$ cat config.mk
export PLATFORM = sky130hd
export DESIGN_NAME = ps2_host_tx
export DESIGN_NICKNAME = d
export VERILOG_FILES = /design/src/rtl/ps2_host_tx.sv
export SDC_FILE = /design/constraint.sdc
export NUM_CORES = 1
export LEC_CHECK = 0
export BUFFER_PORTS_ARGS = -buffer_cell sky130_fd_sc_hd__clkbuf_2
export CORE_MARGIN = 5
export CORE_UTILIZATION = 61
export DETAILED_ROUTE_END_ITERATION = 6
export PLACE_DENSITY = 0.84
export SETUP_SLACK_MARGIN = 0.1
export SYNTH_ARGS = -nofsm -noshare
export SYNTH_HDL_FRONTEND = slang
export SYNTH_SLANG_ARGS = --single-unit
$ cat constraint.sdc
create_clock -name Clk -period 2.1 [get_ports Clk]
set_input_delay 0.315 -clock Clk [delete_from_list [all_inputs] [get_ports Clk]]
set_output_delay 0.315 -clock Clk [all_outputs]
set_load 0.05 [all_outputs]
$ cat src/rtl/ps2_host_tx.sv
// PS/2 host-to-device transmitter: inhibits the clock, issues request-to-send, then shifts a byte, odd parity and stop out on device clock edges.
// Define PS2_TX_GLITCH_FILTER_EN to add an 8-sample debounce on the synchronized PS/2 clock.
module ps2_host_tx #(
  parameter int CLK_INHIBIT_CYCLES = 5000,
  parameter int RTS_HOLD_CYCLES    = 20,
  parameter int TIMEOUT_CYCLES     = 750000
) (
  input  logic       Clk,
  input  logic       Reset,
  input  logic [7:0] tx_data,
  input  logic       tx_start,
  input  logic       psClk_in,
  input  logic       psData_in,
  output logic       psClk_oe,
  output logic       psData_oe,
  output logic       busy,
  output logic       done,
  output logic       ack_err,
  output logic       timeout
);

  localparam int INH_W = $clog2(CLK_INHIBIT_CYCLES + 1);
  localparam int RTS_W = $clog2(RTS_HOLD_CYCLES + 1);
  localparam int TO_W  = $clog2(TIMEOUT_CYCLES + 1);

  localparam logic [INH_W-1:0] INH_LAST = INH_W'(CLK_INHIBIT_CYCLES - 1);
  localparam logic [INH_W-1:0] INH_MAX  = INH_W'(CLK_INHIBIT_CYCLES);
  localparam logic [RTS_W-1:0] RTS_LAST = RTS_W'(RTS_HOLD_CYCLES - 1);
  localparam logic [RTS_W-1:0] RTS_MAX  = RTS_W'(RTS_HOLD_CYCLES);
  localparam logic [TO_W-1:0]  TO_LAST  = TO_W'(TIMEOUT_CYCLES - 1);
  localparam logic [TO_W-1:0]  TO_MAX   = TO_W'(TIMEOUT_CYCLES);

  typedef enum logic [2:0] {
    IDLE, INHIBIT, RTS, SEND, ACK, WAIT_IDLE, FINISH
  } state_t;

  logic clkMeta_q, clkSync_q, dataMeta_q, dataSync_q;
  logic clkLine, clkPrev_q, fallEdge;

  // Lines idle high, so the synchronizers reset to 1 to avoid a false edge.
  always_ff @(posedge Clk or posedge Reset) begin
    if (Reset) begin
      clkMeta_q  <= 1'b1;
      clkSync_q  <= 1'b1;
      dataMeta_q <= 1'b1;
      dataSync_q <= 1'b1;
    end else begin
      clkMeta_q  <= psClk_in;
      clkSync_q  <= clkMeta_q;
      dataMeta_q <= psData_in;
      dataSync_q <= dataMeta_q;
    end
  end

`ifdef PS2_TX_GLITCH_FILTER_EN
  logic       clkFilt_q;
  logic [2:0] filtCnt_q;

  always_ff @(posedge Clk or posedge Reset) begin
    if (Reset) begin
      clkFilt_q <= 1'b1;
      filtCnt_q <= 3'd0;
    end else if (clkSync_q == clkFilt_q) begin
      filtCnt_q <= 3'd0;
    end else if (filtCnt_q == 3'd7) begin
      clkFilt_q <= clkSync_q;
      filtCnt_q <= 3'd0;
    end else begin
      filtCnt_q <= filtCnt_q + 3'd1;
    end
  end

  assign clkLine = clkFilt_q;
`else
  assign clkLine = clkSync_q;
`endif

  always_ff @(posedge Clk or posedge Reset) begin
    if (Reset) clkPrev_q <= 1'b1;
    else       clkPrev_q <= clkLine;
  end

  assign fallEdge = clkPrev_q & ~clkLine;

  state_t           state_q, state_d;
  logic [8:0]       shift_q, shift_d;
  logic [3:0]       bitIdx_q, bitIdx_d;
  logic [INH_W-1:0] inhCnt_q, inhCnt_d;
  logic [RTS_W-1:0] rtsCnt_q, rtsCnt_d;
  logic [TO_W-1:0]  toCnt_q, toCnt_d;
  logic             clkOe_q, clkOe_d;
  logic             dataOe_q, dataOe_d;
  logic             busy_q, busy_d;
  logic             done_q, done_d;
  logic             ackErr_q, ackErr_d;
  logic             timeout_q, timeout_d;
  logic             onWire;

  always_ff @(posedge Clk or posedge Reset) begin
    if (Reset) begin
      state_q   <= IDLE;
      shift_q   <= '0;
      bitIdx_q  <= '0;
      inhCnt_q  <= '0;
      rtsCnt_q  <= '0;
      toCnt_q   <= '0;
      clkOe_q   <= 1'b0;
      dataOe_q  <= 1'b0;
      busy_q    <= 1'b0;
      done_q    <= 1'b0;
      ackErr_q  <= 1'b0;
      timeout_q <= 1'b0;
    end else begin
      state_q   <= state_d;
      shift_q   <= shift_d;
      bitIdx_q  <= bitIdx_d;
      inhCnt_q  <= inhCnt_d;
      rtsCnt_q  <= rtsCnt_d;
      toCnt_q   <= toCnt_d;
      clkOe_q   <= clkOe_d;
      dataOe_q  <= dataOe_d;
      busy_q    <= busy_d;
      done_q    <= done_d;
      ackErr_q  <= ackErr_d;
      timeout_q <= timeout_d;
    end
  end

  assign onWire = (state_q == SEND) || (state_q == ACK) || (state_q == WAIT_IDLE);

  // shift_q holds {parity, data}; bitIdx_q counts device clock falls seen in SEND.
  always_comb begin
    state_d   = state_q;
    shift_d   = shift_q;
    bitIdx_d  = bitIdx_q;
    inhCnt_d  = inhCnt_q;
    rtsCnt_d  = rtsCnt_q;
    toCnt_d   = toCnt_q;
    clkOe_d   = clkOe_q;
    dataOe_d  = dataOe_q;
    busy_d    = busy_q;
    done_d    = 1'b0;
    ackErr_d  = ackErr_q;
    timeout_d = timeout_q;

    if (onWire) begin
      if (fallEdge)              toCnt_d = '0;
      else if (toCnt_q != TO_MAX) toCnt_d = toCnt_q + 1'b1;
    end

    if (onWire && !fallEdge && (toCnt_q == TO_LAST)) begin
      state_d   = IDLE;
      clkOe_d   = 1'b0;
      dataOe_d  = 1'b0;
      timeout_d = 1'b1;
      done_d    = 1'b1;
      busy_d    = 1'b0;
    end else begin
      case (state_q)
        IDLE: begin
          if (tx_start) begin
            shift_d   = {~^tx_data, tx_data};
            ackErr_d  = 1'b0;
            timeout_d = 1'b0;
            busy_d    = 1'b1;
            clkOe_d   = 1'b1;
            inhCnt_d  = '0;
            state_d   = INHIBIT;
          end
        end
        INHIBIT: begin
          if (inhCnt_q == INH_LAST) begin
            dataOe_d = 1'b1;
            rtsCnt_d = '0;
            state_d  = RTS;
          end else if (inhCnt_q != INH_MAX) begin
            inhCnt_d = inhCnt_q + 1'b1;
          end
        end
        RTS: begin
          if (rtsCnt_q == RTS_LAST) begin
            clkOe_d  = 1'b0;
            bitIdx_d = 4'd0;
            toCnt_d  = '0;
            state_d  = SEND;
          end else if (rtsCnt_q != RTS_MAX) begin
            rtsCnt_d = rtsCnt_q + 1'b1;
          end
        end
        SEND: begin
          if (fallEdge) begin
            bitIdx_d = bitIdx_q + 4'd1;
            if (bitIdx_q == 4'd9) begin
              dataOe_d = 1'b0;
              state_d  = ACK;
            end else begin
              dataOe_d = ~shift_q[bitIdx_q];
            end
          end
        end
        ACK: begin
          if (fallEdge) begin
            ackErr_d = dataSync_q;
            state_d  = WAIT_IDLE;
          end
        end
        WAIT_IDLE: begin
          if (clkLine && dataSync_q) begin
            done_d  = 1'b1;
            busy_d  = 1'b0;
            state_d = FINISH;
          end
        end
        FINISH:  state_d = IDLE;
        default: state_d = IDLE;
      endcase
    end
  end

  assign psClk_oe  = clkOe_q;
  assign psData_oe = dataOe_q;
  assign busy      = busy_q;
  assign done      = done_q;
  assign ack_err   = ackErr_q;
  assign timeout   = timeout_q;

endmodule

==> reports/metrics.cfg, run 1 <==
[power]
vdd_ir_drop_max_uv=836.6
p_total_mw=4.102
leakagePower_nw=1.801
power.density_mw_per_mm2=1010

[sta]
fin_crit_sh_pct=92.99
hold_viol=0
setup_tns_ns=0
setup_ws_ns=0.1472
grt_setup_unrepaired=yes
fin_skew_ns=0.009884
drv_slew=0
worst_pin_slew_ns=0.4932
fmax_mhz=512.1
setup_viol=0
slew_headroom_pct=66.82
period_minus_slack_ns=1.953

[grt]
grt_usage_pct=22.30
antenna_found_initial=0
grt_overflow_total=0
grt_max_degree=66
grt_pass1_vias=2857
grt_pass1_wl_um=13250

[floorplan]
dieWidth_um=86.58
core_mm2=0.005608
ioPinCount=19
num_rows=27
die_h_um=86.58
start_util_pct=63.79
die-area_mm2=0.007496

[detailed_routing]
vias_per_cell=5.965
first_iter_violations=168
wl_met2_um=3843
wl_per_cell_um=15.83
remaining_drc_errors=0
wl_met3_um=428
drt_first_pass_iters=5
antenna_left=0
wl_um=7739
met1_length_um=3271
routed.top_layer=met4
vias=2917

[synthesis]
synth-seq-area-share_pct=45.65
synthCells=376
ys_warn_count=0
synth_area_per_cell_um2=9.514
synth_area_mm2=0.003577
synthDistinctLibCells=67
synthArstFlopShare_pct=100.0
synth_nets=397
synth_edf_count=0
synth_seq_cells=65
synthFlopType=dfrtp_1

[worst_setup_path]
start_kind=register
path_max_fanout=6
reg2reg_depth=6
cp-end-kind=register
max_stage_delay_ns=0.45
critPathKind=register to register
critPathRequiredTime_ns=2.31
critPathArrivalTime_ns=2.17
crit_slowest_cell=dfrtp_1
cp_cell_sequence=nor4bb_1, nand4_1, buf_4, o21ai_0, a21oi_1, a31o_2

[clock_network]
clockBufferDepth=2
cts_buffers=9
clock-sinks=65
clk_pin_slew_ns=0.07
clock_latency_ns=0.33
ctsHoldBuffers=0
htreeDepth=3
clockRootBuffer=clkbuf_8
cts_tree=done

[cells_and_area]
n_antenna_cell=0
fin_nets=433
drive_above_1_share_pct=19.66
area_growth_pct=13.54

[min_path]
min_path_type=primary input to asynchronous set/reset pin

[job]
drv_cap=0

[place]
dpl_worst_slack_ns=0.1192
dpl.hpwl_um=5416
io_buffers=18
gp_congestion=0.8979

[status]
status=complete, no violations

## cells by family after synthesis
kind of cell	Yosys count	synth area share, %
mux	5	2.134
fa+ha+maj	8	2.798
buf+inv	21	2.868
xor+xnor	27	6.611
compound gates	62	12.24
simple gates	188	27.70
flops	65	45.65
## metrics by stage
stage               cells  cell area (um2)  utilization, %  hold WS [ns]
global route          489             4061           72.42       0.04250
floorplan             376             3577               -        0.3195
finish                489             4061           72.42       0.02370
global placement      469             3806           67.87        0.3461
detailed placement    469             3806           67.87        0.3482
CTS                   485             3999           71.31       0.03887
## layout by cell type (no fill, tap or decap), types with 5 or more instances in the layout
cell and count:
nand2_1 50, clkbuf_2 18, o21ai_0 14, nand2b_1 11
nand3_1 21, nand4_1 10, inv_1 10, a21oi_1 9
o31ai_1 8, dfrtp_1 57, dfstp_2 5, clkbuf_8 13
nor2_1 46, xnor2_1 18, xor2_1 9, ha_1 8
buf_4 16, and3_1 7, nand3b_1 5
## synth_stat cells (2+ instances only)
cell type | n | area [um2]
nand2_1 | 50 | 187.7
mux2i_1 | 2 | 20.02
inv_1 | 11 | 41.29
a211oi_1 | 2 | 15.01
nor2_1 | 46 | 172.7
mux4_2 | 2 | 45.04
nand3b_1 | 5 | 37.54
xor2_1 | 9 | 78.83
buf_4 | 4 | 30.03
nor4_1 | 5 | 31.28
dfstp_2 | 5 | 131.4
a31oi_1 | 3 | 18.77
ha_1 | 8 | 100.1
nand2b_1 | 11 | 68.82
and2_1 | 3 | 18.77
nor4_4 | 2 | 42.54
dfrtp_1 | 60 | 1501
o21ai_0 | 16 | 80.08
nand3_1 | 22 | 110.1
a21oi_1 | 9 | 45.04
clkbuf_1 | 4 | 15.01
and3b_1 | 2 | 17.52
xnor2_1 | 18 | 157.7
o31ai_1 | 8 | 60.06
a21o_1 | 2 | 15.01
o21ai_1 | 2 | 10.01
and3_1 | 7 | 43.79
or4_1 | 3 | 22.52
nand4_1 | 10 | 62.56
nor3b_1 | 2 | 15.01
o21a_1 | 2 | 15.01
nor3_1 | 3 | 15.01
nor2b_1 | 4 | 25.02
## worst paths after layout
path	slack, ns	from	to
max reg2reg	0.15	toCnt_q[8]	toCnt_q[2]
min	0.02	Reset	state_q[2]
max	0.15	toCnt_q[8]	toCnt_q[2]
min reg2reg	0.36	dataMeta_q	dataSync_q
max in group asynchronous	1.78	Reset	dataSync_q
min in group Clk	0.06	psData_in	dataMeta_q
## per-layer routing
metal / GRT usage, % / up-vias
met5: 0 / -
met4: 11.19 / 0
met3: 4.848 / 25
met2: 37.00 / 95
met1: 27.38 / 1399
li1: - / 1398
## power breakdown
group,switching (mW),internal (mW)
Sequential,0.228,1.48
Clock,0.450,0.555
Combinational,0.836,0.554
Total,1.51,2.59
## worst max-delay path, delay by kind of cell (launching register included)
family,cells,cell delay (ns)
AOI/OAI and AO/OA,3,0.60
DFF,1,0.45
buffers and inverters,1,0.22
and+or+nand+nor,2,0.56
## state kept, by name, indices dropped and copies added, names as in the netlist
signal,flops
ack_err,1
bitIdx_q,4
busy,1
clkLine,1
clkMeta_q,1
clkPrev_q,1
dataMeta_q,1
dataSync_q,1
done,1
inhCnt_q,13
psClk_oe,1
psData_oe,1
rtsCnt_q,5
shift_q,9
state_q,3
timeout,1
toCnt_q,20
## area by class of cell
cell class              count  area (um2)
repair buffers             35       230.2
clock buffers              14       182.7
clock inverters             2       10.01
fillers                   396        1546
inverters                  11       41.29
well taps                  72       90.09
flip-flops and latches     65        1637
multi-input cells         290        1871
## timing repair
action,4_1_cts,5_1_grt
setup buffers,0,4
resized for setup,0,10
endpoints found under the setup margin,0,28
(Power assumes the default switching activity.)
==> inputs of run 2 (changes only) <==
MAX_ROUTING_LAYER = met4   (was default)
==> run 2 against run 1 <==
Against the previous run: combinational power is essentially flat; fmax is essentially flat; via count grew 0.10%; flip-flop and latch count is the same; clock skew shrank 0.0013 ns; largest power group unchanged; largest cell class unchanged; wire length grew 1.2%; critical endpoint is now rtsCnt_q[2].
==> reports/metrics.cfg, run 2 (synthesis gave the netlist of run 1 again) <==
[status]
status=complete, no violations

[worst_setup_path]
path_max_fanout=6  ; unchanged
critPathTopFamily=simple AND/OR/NAND/NOR gates
critPathKind=register to register
crit_slowest_cell=or4b_4
r2r-start=inhCnt_q[6]
max_stage_delay_ns=0.55  ; +0.10 ns
critPathArrivalTime_ns=2.17  ; about the same
crit_path_start=inhCnt_q[6]
r2r_slack_ns=0.15  ; about the same
critPathBufInv=1  ; unchanged
critPathRequiredTime_ns=2.31  ; about the same
cp-end-kind=register
rr_endpoint=rtsCnt_q[2]
endpoint=rtsCnt_q[2]
reg2reg_depth=6  ; unchanged
crit_top_cell=o21ai_1
crit_cells=6  ; unchanged
start_kind=register
cp_cell_sequence=or4b_4, nor4_4, buf_4, a21boi_4, o21ai_1, o21ai_1

[sta]
setup_viol=0  ; unchanged
setup_tns_ns=0  ; unchanged
fin_crit_sh_pct=92.94  ; about the same
slew_headroom_pct=66.36  ; -0.46 points
period_minus_slack_ns=1.952  ; -0.001091 ns
drv_slew=0  ; unchanged
fmax_mhz=512.4  ; about the same
worst_pin_slew_ns=0.5000  ; +0.006763 ns
grt_setup_unrepaired=yes
fin_skew_ns=0.008540  ; -0.001344 ns
fin_hold_ws_ns=0.05870  ; +0.03500 ns
hold_viol=0  ; unchanged

[cells_and_area]
reg_top3=toCnt_q x20, inhCnt_q x13, shift_q x9
largest_reg_flops=20  ; unchanged
top_register=toCnt_q
n_antenna_cell=0  ; unchanged
multiInputGateArea_mm2=0.001874  ; +0.20%
post_layout_nonfiller_instances=491  ; +0.41%
layout_common_cells=dfrtp_1, nand2_1, nor2_1
drive_above_1_share_pct=19.81  ; +0.14 points
fin_nets=435  ; +0.46%
mostFrequentLayoutCell=dfrtp_1
regArea_mm2=0.001639  ; +0.15%
area_growth_pct=13.99
final_util_pct=72.71  ; +0.29 points
fillerInstances=424  ; +7.1%

[clock_network]
clk_pin_slew_ns=0.07  ; about the same
clock-sinks=65  ; unchanged
clock_latency_ns=0.34  ; about the same
htreeDepth=3  ; unchanged
cts_tree=done
cts_buffers=9  ; unchanged
clockRootBuffer=clkbuf_8
clockBufferDepth=2  ; unchanged

[grt]
grt_max_degree=47  ; -29%
grt_overflow_total=0  ; unchanged
grt_pass1_wl_um=13340  ; +0.63%
antenna_found_initial=0  ; unchanged
grt_pass1_vias=2864  ; +0.25%
grt_usage_pct=23.28  ; +0.98 points

[floorplan]
die-area_mm2=0.007496  ; unchanged
num_rows=27  ; unchanged
dieWidth_um=86.58  ; unchanged
core_mm2=0.005608  ; unchanged
die_h_um=86.58  ; unchanged
ioPinCount=19  ; unchanged
start_util_pct=63.79  ; unchanged

[detailed_routing]
vias_per_cell=5.947  ; -0.30%
wl_per_cell_um=15.95  ; +0.75%
remaining_drc_errors=0  ; unchanged
drt_first_pass_iters=4  ; -1
antenna_left=0  ; unchanged
vias=2920  ; +0.10%
first_iter_violations=106  ; -37%
wl_um=7829  ; +1.2%

[power]
p_sw_share_pct=37.33  ; +0.43 points
p_int_mw=2.565  ; -0.89%
seqPwrFrac_pct=41.7  ; about the same
power.density_mw_per_mm2=1004  ; -0.62%
p_comb_share_pct=34.1  ; +0.2 points
p_total_mw=4.093  ; -0.22%
vdd_ir_drop_max_uv=794.6  ; -5.0%
switching_power_mw=1.528  ; +0.94%
p_clk_share_pct=24.2  ; -0.3 points
leakagePower_nw=1.819  ; +0.98%

[place]
placed_cells=469  ; unchanged
gp_congestion=0.8837  ; -1.6%
dpl.hpwl_um=5487  ; +1.3%
io_buffers=18  ; unchanged

[min_path]
holdPathStages=1
hold_start=psClk_in
min_path_type=primary input to register

[job]
drv_cap=0  ; unchanged

run 2: cell types whose count changed in the layout (fill, tap and decap cells not counted), sizes merged:
| cell | previous run | this run |
|---|---|---|
| buf | 17 | 18 |
| clkinv | 2 | 1 |
| clkinvlp | 0 | 1 |
| dlygate4sd3 | 0 | 1 |
run 2: timing repair:
action | 4_1_cts | 5_1_grt
endpoints found under the hold margin | 19 | 0
endpoints found under the setup margin | 1 | 29
pin swaps | 0 | 3
gates resized for setup | 1 | 13
setup buffers | 0 | 5
hold buffers | 1 | 0
run 2: area by class of cell:
cell class                 instances  share of cell area (%)
multi-input combinational        290                   45.97
sequential                        65                   40.20
timing repair buffer              37                   6.075
clock buffer                      14                   4.234
tap                               72                   2.209
inverter                          11                   1.013
clock inverter                     2                  0.3068
run 2: worst min path at each step:
stage,endpoint,slack (ns)
2_1_floorplan,clkMeta_q,0.32
3_3_place_gp,bitIdx_q[0],0.32
3_5_place_dp,bitIdx_q[0],0.33
4_1_cts,clkMeta_q,0.05
5_1_grt,clkMeta_q,0.04
6_report,clkMeta_q,0.06
run 2: worst reg2reg max path: stages (launching register included):
cell and delay (ns):
dfrtp_2 0.43, or4b_4 0.56, nor4_4 0.35, buf_4 0.19, a21boi_4 0.07, o21ai_1 0.14, o21ai_1 0.08
run 2: layer usage:
metal | vias to the layer above | global-route usage (%) | part of all wire, % | wire length (um)
met4 | 0 | 7.224 | 1.3 | 100
met5 | - | - | 0 | 0
met1 | 1424 | 28.02 | 43 | 3372
met2 | 86 | 38.66 | 51 | 3995
li1 | 1399 | - | - | -
met3 | 11 | 5.703 | 4.6 | 361
run 2: power groups by stage:
stage	sequential [mW]	combinational, mW	clock [mW]
2_1_floorplan	1.72	0.998	0
3_3_place_gp	1.70	1.32	0
3_5_place_dp	1.71	1.38	0
4_1_cts	1.69	1.39	1.00
5_1_grt	1.74	1.55	1.06
6_report	1.71	1.40	0.990
run 2: through the flow:
step,instance area [um2],worst slack [ns]
floorplan,3577,0.1668
global placement,3806,0.1775
detailed placement,3806,0.1130
CTS,4008,0.1239
global route,4078,0.01385
finish,4078,0.1483
